## config.mk

```make
export PLATFORM = sky130hd
export DESIGN_NAME = pe_scan_seq_flat
export DESIGN_NICKNAME = d
export VERILOG_FILES = /design/src/rtl/pe_scan_seq_if.sv /design/src/rtl/pe_scan_seq.sv /design/src/flat_wrapper.sv
export SDC_FILE = /design/constraint.sdc
export NUM_CORES = 1
export LEC_CHECK = 0
export ABC_AREA = 1
export CORE_AREA = 3 3 64 66
export DETAILED_ROUTE_END_ITERATION = 7
export DIE_AREA = 0 0 67 69
export GPL_TIMING_DRIVEN = 0
export SLEW_MARGIN = 20
export SYNTH_ARGS = -nofsm -noshare
export SYNTH_HDL_FRONTEND = slang
export SYNTH_SLANG_ARGS = --single-unit
```

## constraint.sdc

```tcl
create_clock -name clk -period 1.5 [get_ports clk]
set_input_delay 0.225 -clock clk [delete_from_list [all_inputs] [get_ports clk]]
set_output_delay 0.225 -clock clk [all_outputs]
set_load 0.005 [all_outputs]
```

## src/rtl/pe_scan_seq_if.sv

```systemverilog
// Handshake bundle for pe_scan_seq: request vector in, one index beat out.
// The slave modport is the scan unit; the master modport is whoever feeds
// vectors and consumes beats.
interface pe_scan_seq_if #(
  parameter int WIDTH = 8
);
  localparam int IDXW = $clog2(WIDTH);

  logic             in_valid;
  logic             in_ready;
  logic [WIDTH-1:0] in_vec;
  logic             out_valid;
  logic             out_ready;
  logic [IDXW-1:0]  out_idx;
  logic             out_last;
  logic             out_none;

  modport slave (
    input  in_valid,
    input  in_vec,
    input  out_ready,
    output in_ready,
    output out_valid,
    output out_idx,
    output out_last,
    output out_none
  );

  modport master (
    output in_valid,
    output in_vec,
    output out_ready,
    input  in_ready,
    input  out_valid,
    input  out_idx,
    input  out_last,
    input  out_none
  );
endinterface

```

## src/rtl/pe_scan_seq.sv

```systemverilog
// pe_scan_seq: sequential priority encoder / bit-scan unit.
// Captures a WIDTH-bit request vector and emits the index of every set bit,
// highest index first, one beat per output handshake; the final beat is
// flagged with out_last and an all-zero vector yields one beat with out_none.
// All outputs come straight from flops: the next values are precomputed from
// the next-state pending vector, so no input reaches an output in the same
// cycle.
// Optional macro PE_FLUSH_EN adds a flush input that abandons the current
// vector (priority over capture and output handshake).
module pe_scan_seq #(
  parameter int WIDTH = 8
) (
  input logic clk,
  input logic rst_n,
`ifdef PE_FLUSH_EN
  input logic flush,
`endif
  pe_scan_seq_if.slave bus
);

  localparam int IDXW = $clog2(WIDTH);
  localparam logic [WIDTH-1:0] ZERO_VEC = {WIDTH{1'b0}};
  localparam logic [WIDTH-1:0] ONE_VEC  = {{(WIDTH-1){1'b0}}, 1'b1};

  typedef enum logic {
    ST_IDLE = 1'b0,
    ST_SCAN = 1'b1
  } state_t;

  // Position of the highest set bit; 0 for an all-zero vector.
  function automatic logic [IDXW-1:0] highest_set(input logic [WIDTH-1:0] v);
    logic [IDXW-1:0] r;
    r = {IDXW{1'b0}};
    for (int i = 0; i < WIDTH; i++) begin
      if (v[i]) begin
        r = i[IDXW-1:0];
      end else begin
        r = r;
      end
    end
    return r;
  endfunction

  // True when the vector has zero or one bit set (clearing lowest set bit leaves nothing).
  function automatic logic at_most_one(input logic [WIDTH-1:0] v);
    return ((v & (v - ONE_VEC)) == ZERO_VEC);
  endfunction

  state_t           state_q,     state_d;
  logic [WIDTH-1:0] pending_q,   pending_d;
  logic             none_q,      none_d;
  logic             in_ready_q,  in_ready_d;
  logic             out_valid_q, out_valid_d;
  logic [IDXW-1:0]  out_idx_q,   out_idx_d;
  logic             out_last_q,  out_last_d;
  logic             out_none_q,  out_none_d;

  // Next-state logic plus precomputation of the next registered outputs.
  always_comb begin
    state_d   = state_q;
    pending_d = pending_q;
    none_d    = none_q;

    case (state_q)
      ST_IDLE: begin
        if (bus.in_valid) begin
          pending_d = bus.in_vec;
          none_d    = (bus.in_vec == ZERO_VEC);
          state_d   = ST_SCAN;
        end else begin
          state_d   = ST_IDLE;
        end
      end
      ST_SCAN: begin
        if (bus.out_ready) begin
          // out_idx_q always names the highest pending bit (or 0 when empty).
          pending_d = pending_q & ~(ONE_VEC << out_idx_q);
          if (out_last_q) begin
            state_d = ST_IDLE;
          end else begin
            state_d = ST_SCAN;
          end
        end else begin
          state_d = ST_SCAN;
        end
      end
      default: begin
        state_d   = ST_IDLE;
        pending_d = ZERO_VEC;
        none_d    = 1'b0;
      end
    endcase

`ifdef PE_FLUSH_EN
    if (flush) begin
      state_d   = ST_IDLE;
      pending_d = ZERO_VEC;
      none_d    = 1'b0;
    end else begin
      state_d   = state_d;
    end
`endif

    // pending_d is always zero when heading to IDLE, so out_idx_d is 0 there.
    in_ready_d  = (state_d == ST_IDLE);
    out_valid_d = (state_d == ST_SCAN);
    out_idx_d   = highest_set(pending_d);
    out_last_d  = (state_d == ST_SCAN) && at_most_one(pending_d);
    out_none_d  = (state_d == ST_SCAN) && none_d;
  end

  // FSM state, pending vector and all registered outputs.
  always_ff @(posedge clk or negedge rst_n) begin
    if (!rst_n) begin
      state_q     <= ST_IDLE;
      pending_q   <= ZERO_VEC;
      none_q      <= 1'b0;
      in_ready_q  <= 1'b1;
      out_valid_q <= 1'b0;
      out_idx_q   <= {IDXW{1'b0}};
      out_last_q  <= 1'b0;
      out_none_q  <= 1'b0;
    end else begin
      state_q     <= state_d;
      pending_q   <= pending_d;
      none_q      <= none_d;
      in_ready_q  <= in_ready_d;
      out_valid_q <= out_valid_d;
      out_idx_q   <= out_idx_d;
      out_last_q  <= out_last_d;
      out_none_q  <= out_none_d;
    end
  end

  assign bus.in_ready  = in_ready_q;
  assign bus.out_valid = out_valid_q;
  assign bus.out_idx   = out_idx_q;
  assign bus.out_last  = out_last_q;
  assign bus.out_none  = out_none_q;

endmodule

```

## src/flat_wrapper.sv

```systemverilog
// flat-port wrapper written by rule: the top's interface ports become plain ports
module pe_scan_seq_flat 
#(
  parameter int WIDTH = 8
)
  (clk, rst_n, bus_in_valid, bus_in_vec, bus_out_ready, bus_in_ready, bus_out_valid, bus_out_idx, bus_out_last, bus_out_none);
  pe_scan_seq_if #(.WIDTH(WIDTH)) bus_i ();
  input logic clk;
  input logic rst_n;
  input wire logic [$bits(bus_i.in_valid)-1:0] bus_in_valid;
  input wire logic [$bits(bus_i.in_vec)-1:0] bus_in_vec;
  input wire logic [$bits(bus_i.out_ready)-1:0] bus_out_ready;
  output wire logic [$bits(bus_i.in_ready)-1:0] bus_in_ready;
  output wire logic [$bits(bus_i.out_valid)-1:0] bus_out_valid;
  output wire logic [$bits(bus_i.out_idx)-1:0] bus_out_idx;
  output wire logic [$bits(bus_i.out_last)-1:0] bus_out_last;
  output wire logic [$bits(bus_i.out_none)-1:0] bus_out_none;
  assign bus_i.in_valid = bus_in_valid;
  assign bus_i.in_vec = bus_in_vec;
  assign bus_i.out_ready = bus_out_ready;
  assign bus_in_ready = bus_i.in_ready;
  assign bus_out_valid = bus_i.out_valid;
  assign bus_out_idx = bus_i.out_idx;
  assign bus_out_last = bus_i.out_last;
  assign bus_out_none = bus_i.out_none;
  pe_scan_seq #(.WIDTH(WIDTH)) u_core (.clk(clk), .rst_n(rst_n), .bus(bus_i));
endmodule
```

Word-level counts from Yosys, hierarchy flattened
Index checks and enable logic that the tools add are counted.
{"block": "classes", "bitwise_logic": 5, "n_reduce_logical": 4, "mux": 16, "shifts": 1, "addsub": 1}
{"operator": "$and A8 B8 Y8", "n": 2}
{"operator": "$logic_not A8 Y1", "n": 2}
{"operator": "$mux W8", "n": 2}
{"operator": "$pmux W8 S2", "n": 1}
{"operator": "$mux W3", "n": 4}
{"operator": "$not A8 Y8", "n": 1}
{"operator": "$shl A1 B3 Y8 const A", "n": 1}
{"operator": "$sub A8 B1 Y8 const B", "n": 1}
{"operator": "$mux W1", "n": 6}
{"operator": "$mux W2", "n": 2}
{"operator": "$logic_and A1 B1 Y1", "n": 2}
{"operator": "$not A1 Y1", "n": 2}
{"operator": "$pmux W1 S2", "n": 1}
{"block": "totals", "ff_bits": 16, "elab_cells": 34, "out_inout_bits": 7, "inputBits": 12}

Depth between registers and ports, before layout
{"block": "logic_depth", "ltp_word": 12, "ltp_mapped": 11, "mapped_depth_nobuf": 11}

Least setup slack after synthesis
Ideal clock, no wire load.
{"block": "synth_timing", "path_kind": "flip-flop to flip-flop", "from": "reg u_core.state_q", "to": "reg u_core.out_last_q (netlist: u_core.bus.out_last)", "stages_incl_launch_ff": 10, "setup_ns": 0.071, "n_path_buf": 1, "setup_slack_ns": 0.204, "required_time_ns": 1.429, "period_less_slack_ns": 1.296, "arrival_time_ns": 1.225, "cell_sequence": "dfrtp_1 -> buf_4 -> nand2_1 -> o21bai_1 -> nand2_2 -> nor2_8 -> nor2_1 -> nor2_1 -> nand2_1 -> nor2_1"}
{"block": "synth_via", "elab_chain_len": 6, "elab_cells_between_ends": 7, "cone_classes": "add/sub: 1; mux: 2; bitwise: 2; reduce/logical: 2"}
{"element": "start, declared", "line": "pe_scan_seq.sv:49", "source": "state_t state_q, state_d;"}
{"element": "start signal, assigned", "line": "pe_scan_seq.sv:124", "source": "state_q <= state_d;"}
{"element": "$not A1 Y1"}
{"element": "$pmux W8 S2 *", "line": "pe_scan_seq.sv:64", "source": "case (state_q)"}
{"element": "net u_core.pending_d[5]", "line": "pe_scan_seq.sv:50", "source": "logic [WIDTH-1:0] pending_q, pending_d;"}
{"element": "$sub A8 B1 Y8", "line": "pe_scan_seq.sv:46", "source": "return ((v & (v - ONE_VEC)) == ZERO_VEC);"}
{"element": "$and A8 B8 Y8 *", "line": "pe_scan_seq.sv:46"}
{"element": "$logic_not A8 Y1 *", "line": "pe_scan_seq.sv:46"}
{"element": "$logic_and A1 B1 Y1 *", "line": "pe_scan_seq.sv:108", "source": "out_last_d = (state_d == ST_SCAN) && at_most_one(pending_d);"}
{"element": "net u_core.out_last_d", "line": "pe_scan_seq.sv:55", "source": "logic out_last_q, out_last_d;"}
{"element": "end signal, assigned", "line": "pe_scan_seq.sv:130", "source": "out_last_q <= out_last_d;"}
{"element": "end, declared", "line": "pe_scan_seq.sv:55"}
Mark *: on every way through the listed nets, which the timed path passes. The rest lies on a longest branch.

Worst setup path after layout
{"block": "layout_timing", "from": "reg u_core.in_ready_q (netlist: u_core.bus.in_ready)", "to": "out bus_in_ready"}
{"element": "start, declared", "line": "pe_scan_seq.sv:52", "source": "logic in_ready_q, in_ready_d;"}
{"element": "start signal, assigned", "line": "pe_scan_seq.sv:127", "source": "in_ready_q <= in_ready_d;"}
{"element": "end, declared", "line": "flat_wrapper.sv:13", "source": "output wire logic [$bits(bus_i.in_ready)-1:0] bus_in_ready;"}
No word-level cell between the ends.

==> run summary <==
Slew HR -> 0.515
Layout cells sized above 1 -> 0.245
Global-route wire length before repair -> 3.71 mm
Area grow syn2layout -> 40.8%
Final number of setup-violating endpoints -> 0
Post-DP HPWL -> 1.64 mm
I/O Buffers -> 18
Vias after detailed routing -> 849
Buf/Inv on CP -> 1
Synth Register Bits -> 16
Measured slew at the worst slew-check pin -> 725 ps
DRC viols -> 0
CP arrival -> 1240 ps
Post-synth top area share -> 0.408
Final Hold Viols -> 0
Nets -> 168
DIE HEIGHT -> 69 um
GPL Wtd Cong -> 0.788
CP endpoint kind -> output port
Clock Latency Late Sink -> 250 ps
Gr ovfl total -> 0
Clock Path Buffers -> 2
Crit Path Max Fanout -> 1
Post-Route WL -> 2.21 mm
I/O Pins -> 19
Root Buffer -> clkbuf_8
Critical Path Max Stage Delay -> 510 ps
Diode count -> 0
MaxCap Viol Count -> 0
Gr usage total -> 0.104
Largest cells by area after synthesis -> dfrtp_1 41%, nand2_1 23%, inv_1 6.1%
Fin crit share -> 0.978
DR pass1 iterations -> 4
Mean Syn Cell Area -> 7.14 um^2
RSZ-0062 raised after global routing -> true
Post-DR wirelength/cell -> 10.9 um
Max stage delay cell, worst path -> dfstp_2
Startpoint types -> register
Number of global-route vias before repair -> 824
Cells along the critical path -> clkdlybuf4s50_1
DRT iter0 DRCs -> 32
VDD IR max -> 0.000419 V
Core Area -> 3630 um^2
Clk_skew -> 6.16 ps
Post-synthesis cell count -> 129
P per Cell Area -> 1890 nW/um^2
Die Span X -> 67 um
Number of clock sinks -> 16
Slew Limit Fails -> 0
Synth Flop Type -> dfrtp_1
Util after Layout -> 0.357
Req. time, crit path -> 1270 ps
Critical path type -> register to output port
Clock slew at reported path FFs -> 60 ps
FP Rows -> 22
Number of synthesized flops with an enable pin -> 0
Number of hold buffers added after CTS -> 0
Vias per std cell -> 4.18
Die area -> 4620 um^2
Fmax -> 0.682 GHz
Total power -> 2.45 mW
Delay-heaviest family, CP -> flip-flops
YS warnings -> 0
Leak -> 0.645 nW
Commonest cells post-synth -> 56 x nand2_1, 15 x dfrtp_1, 15 x inv_1, 13 x nor2_1, 6 x nand2_2
Syn_nets -> 141
Number of buffers created by CTS -> 3
Synth area leader -> dfrtp_1
Max H-tree Level -> 1
CTS tree -> done
Top-count cell post-synth -> nand2_1
Synthesized cell area -> 921 um^2
Synth async-reset ratio -> 1.00
Run status -> finished clean
Post-route ant nets -> 0
Initial antenna violation count -> 0
Post-route minimum period -> 1470 ps
Synth cell types -> 20
Hold WC Path Type -> primary input to register
Initial Util -> 0.253
Seq/Total Area, Yosys -> 0.436
Largest net degree at the start of global routing -> 17
layout by cell type, fill, tap and decap left out:
master           instances
nor2_1                  10
clkbuf_8                 3
nand2_1                 52
clkbuf_1                 1
o21ai_2                  1
dfrtp_2                  4
buf_6                    3
o21ai_1                  1
nor2_2                   5
nor2_8                   1
nand2_4                  3
dfstp_2                  1
nand3b_1                 1
o21bai_1                 1
inv_1                   14
nand2_2                  8
nand3_1                  4
o21bai_4                 1
buf_4                    3
inv_2                    2
nand3_2                  1
clkdlybuf4s50_1         15
clkdlybuf4s15_1          1
o21ai_0                  1
a21oi_1                  2
dlymetal6s2s_1           1
nor2_4                   2
nor4_1                   2
dfrtp_1                 11
cells by family after synthesis:
family | after synthesis | share of synthesized area
and+or+nand+nor | 89 | 0.443
AOI/OAI and AO/OA | 7 | 0.0475
buffers and inverters | 17 | 0.0734
DFF | 16 | 0.436
path summary, 6_finish.rpt:
path / from / to / slack [ps] / cells past startpoint
max: u_core.bus.in_ready / bus_in_ready / 30 / 1
min: bus_out_ready / u_core.bus.in_ready / 330 / 3
max reg2reg: u_core.state_q / u_core.bus.out_last / 120 / 9
min reg2reg: u_core.none_q / u_core.none_q / 490 / 2
max in group asynchronous: rst_n / u_core.state_q / 580 / 1
min in group asynchronous: rst_n / u_core.pending_q[3] / 410 / 1
report_power, final:
| part | total (mW) | switching (mW) | internal (mW) |
|---|---|---|---|
| Combinational | 1.38 | 0.756 | 0.620 |
| Clock | 0.330 | 0.142 | 0.188 |
| Sequential | 0.745 | 0.129 | 0.616 |
stage by stage:
stage          TNS, ps  setup slack (ps)  std cells  area, um^2  hold WS [ps]
3_5_place_dp     -1290              -371        195        1160           468
3_3_place_gp     -1270              -379        195        1160           462
5_1_grt          -26.9             -26.9        203        1300           382
2_1_floorplan        0               204        129         921         -70.6
6_report             0              32.7        203        1300           335
4_1_cts              0              7.58        199        1200           438
final cells by class:
| type | count | area (um^2) |
|---|---|---|
| fill | 404 | 2340 |
| multi-input combinational | 96 | 495 |
| sequential | 16 | 407 |
| timing repair buffer | 22 | 218 |
| inverter | 16 | 60.1 |
| tap | 48 | 60.1 |
| clock buffer | 4 | 45.0 |
| buffer | 1 | 11.3 |
registers in the layout (all words and copies together) (netlist names):
signal,count
u_core.bus.in_ready,1
u_core.state_q,1
u_core.bus.out_idx,3
u_core.bus.out_last,1
u_core.pending_q,8
u_core.bus.out_none,1
u_core.none_q,1
timing repair:
action | in CTS | in global routing
gates resized for setup | 1 | 21
cloned | 0 | 0
pin swaps | 0 | 8
setup buffers | 0 | 4
endpoints found under the setup margin | 3 | 3
routing by layer:
layer  share of wire  global-route usage  up-vias
met4           0.019              0.0473        0
met2            0.50               0.171       17
met5               0                   0        -
li1                -                   -      443
met1            0.45               0.130      384
met3           0.034              0.0163        5
No activity file was read; power rests on OpenSTA's default activity.
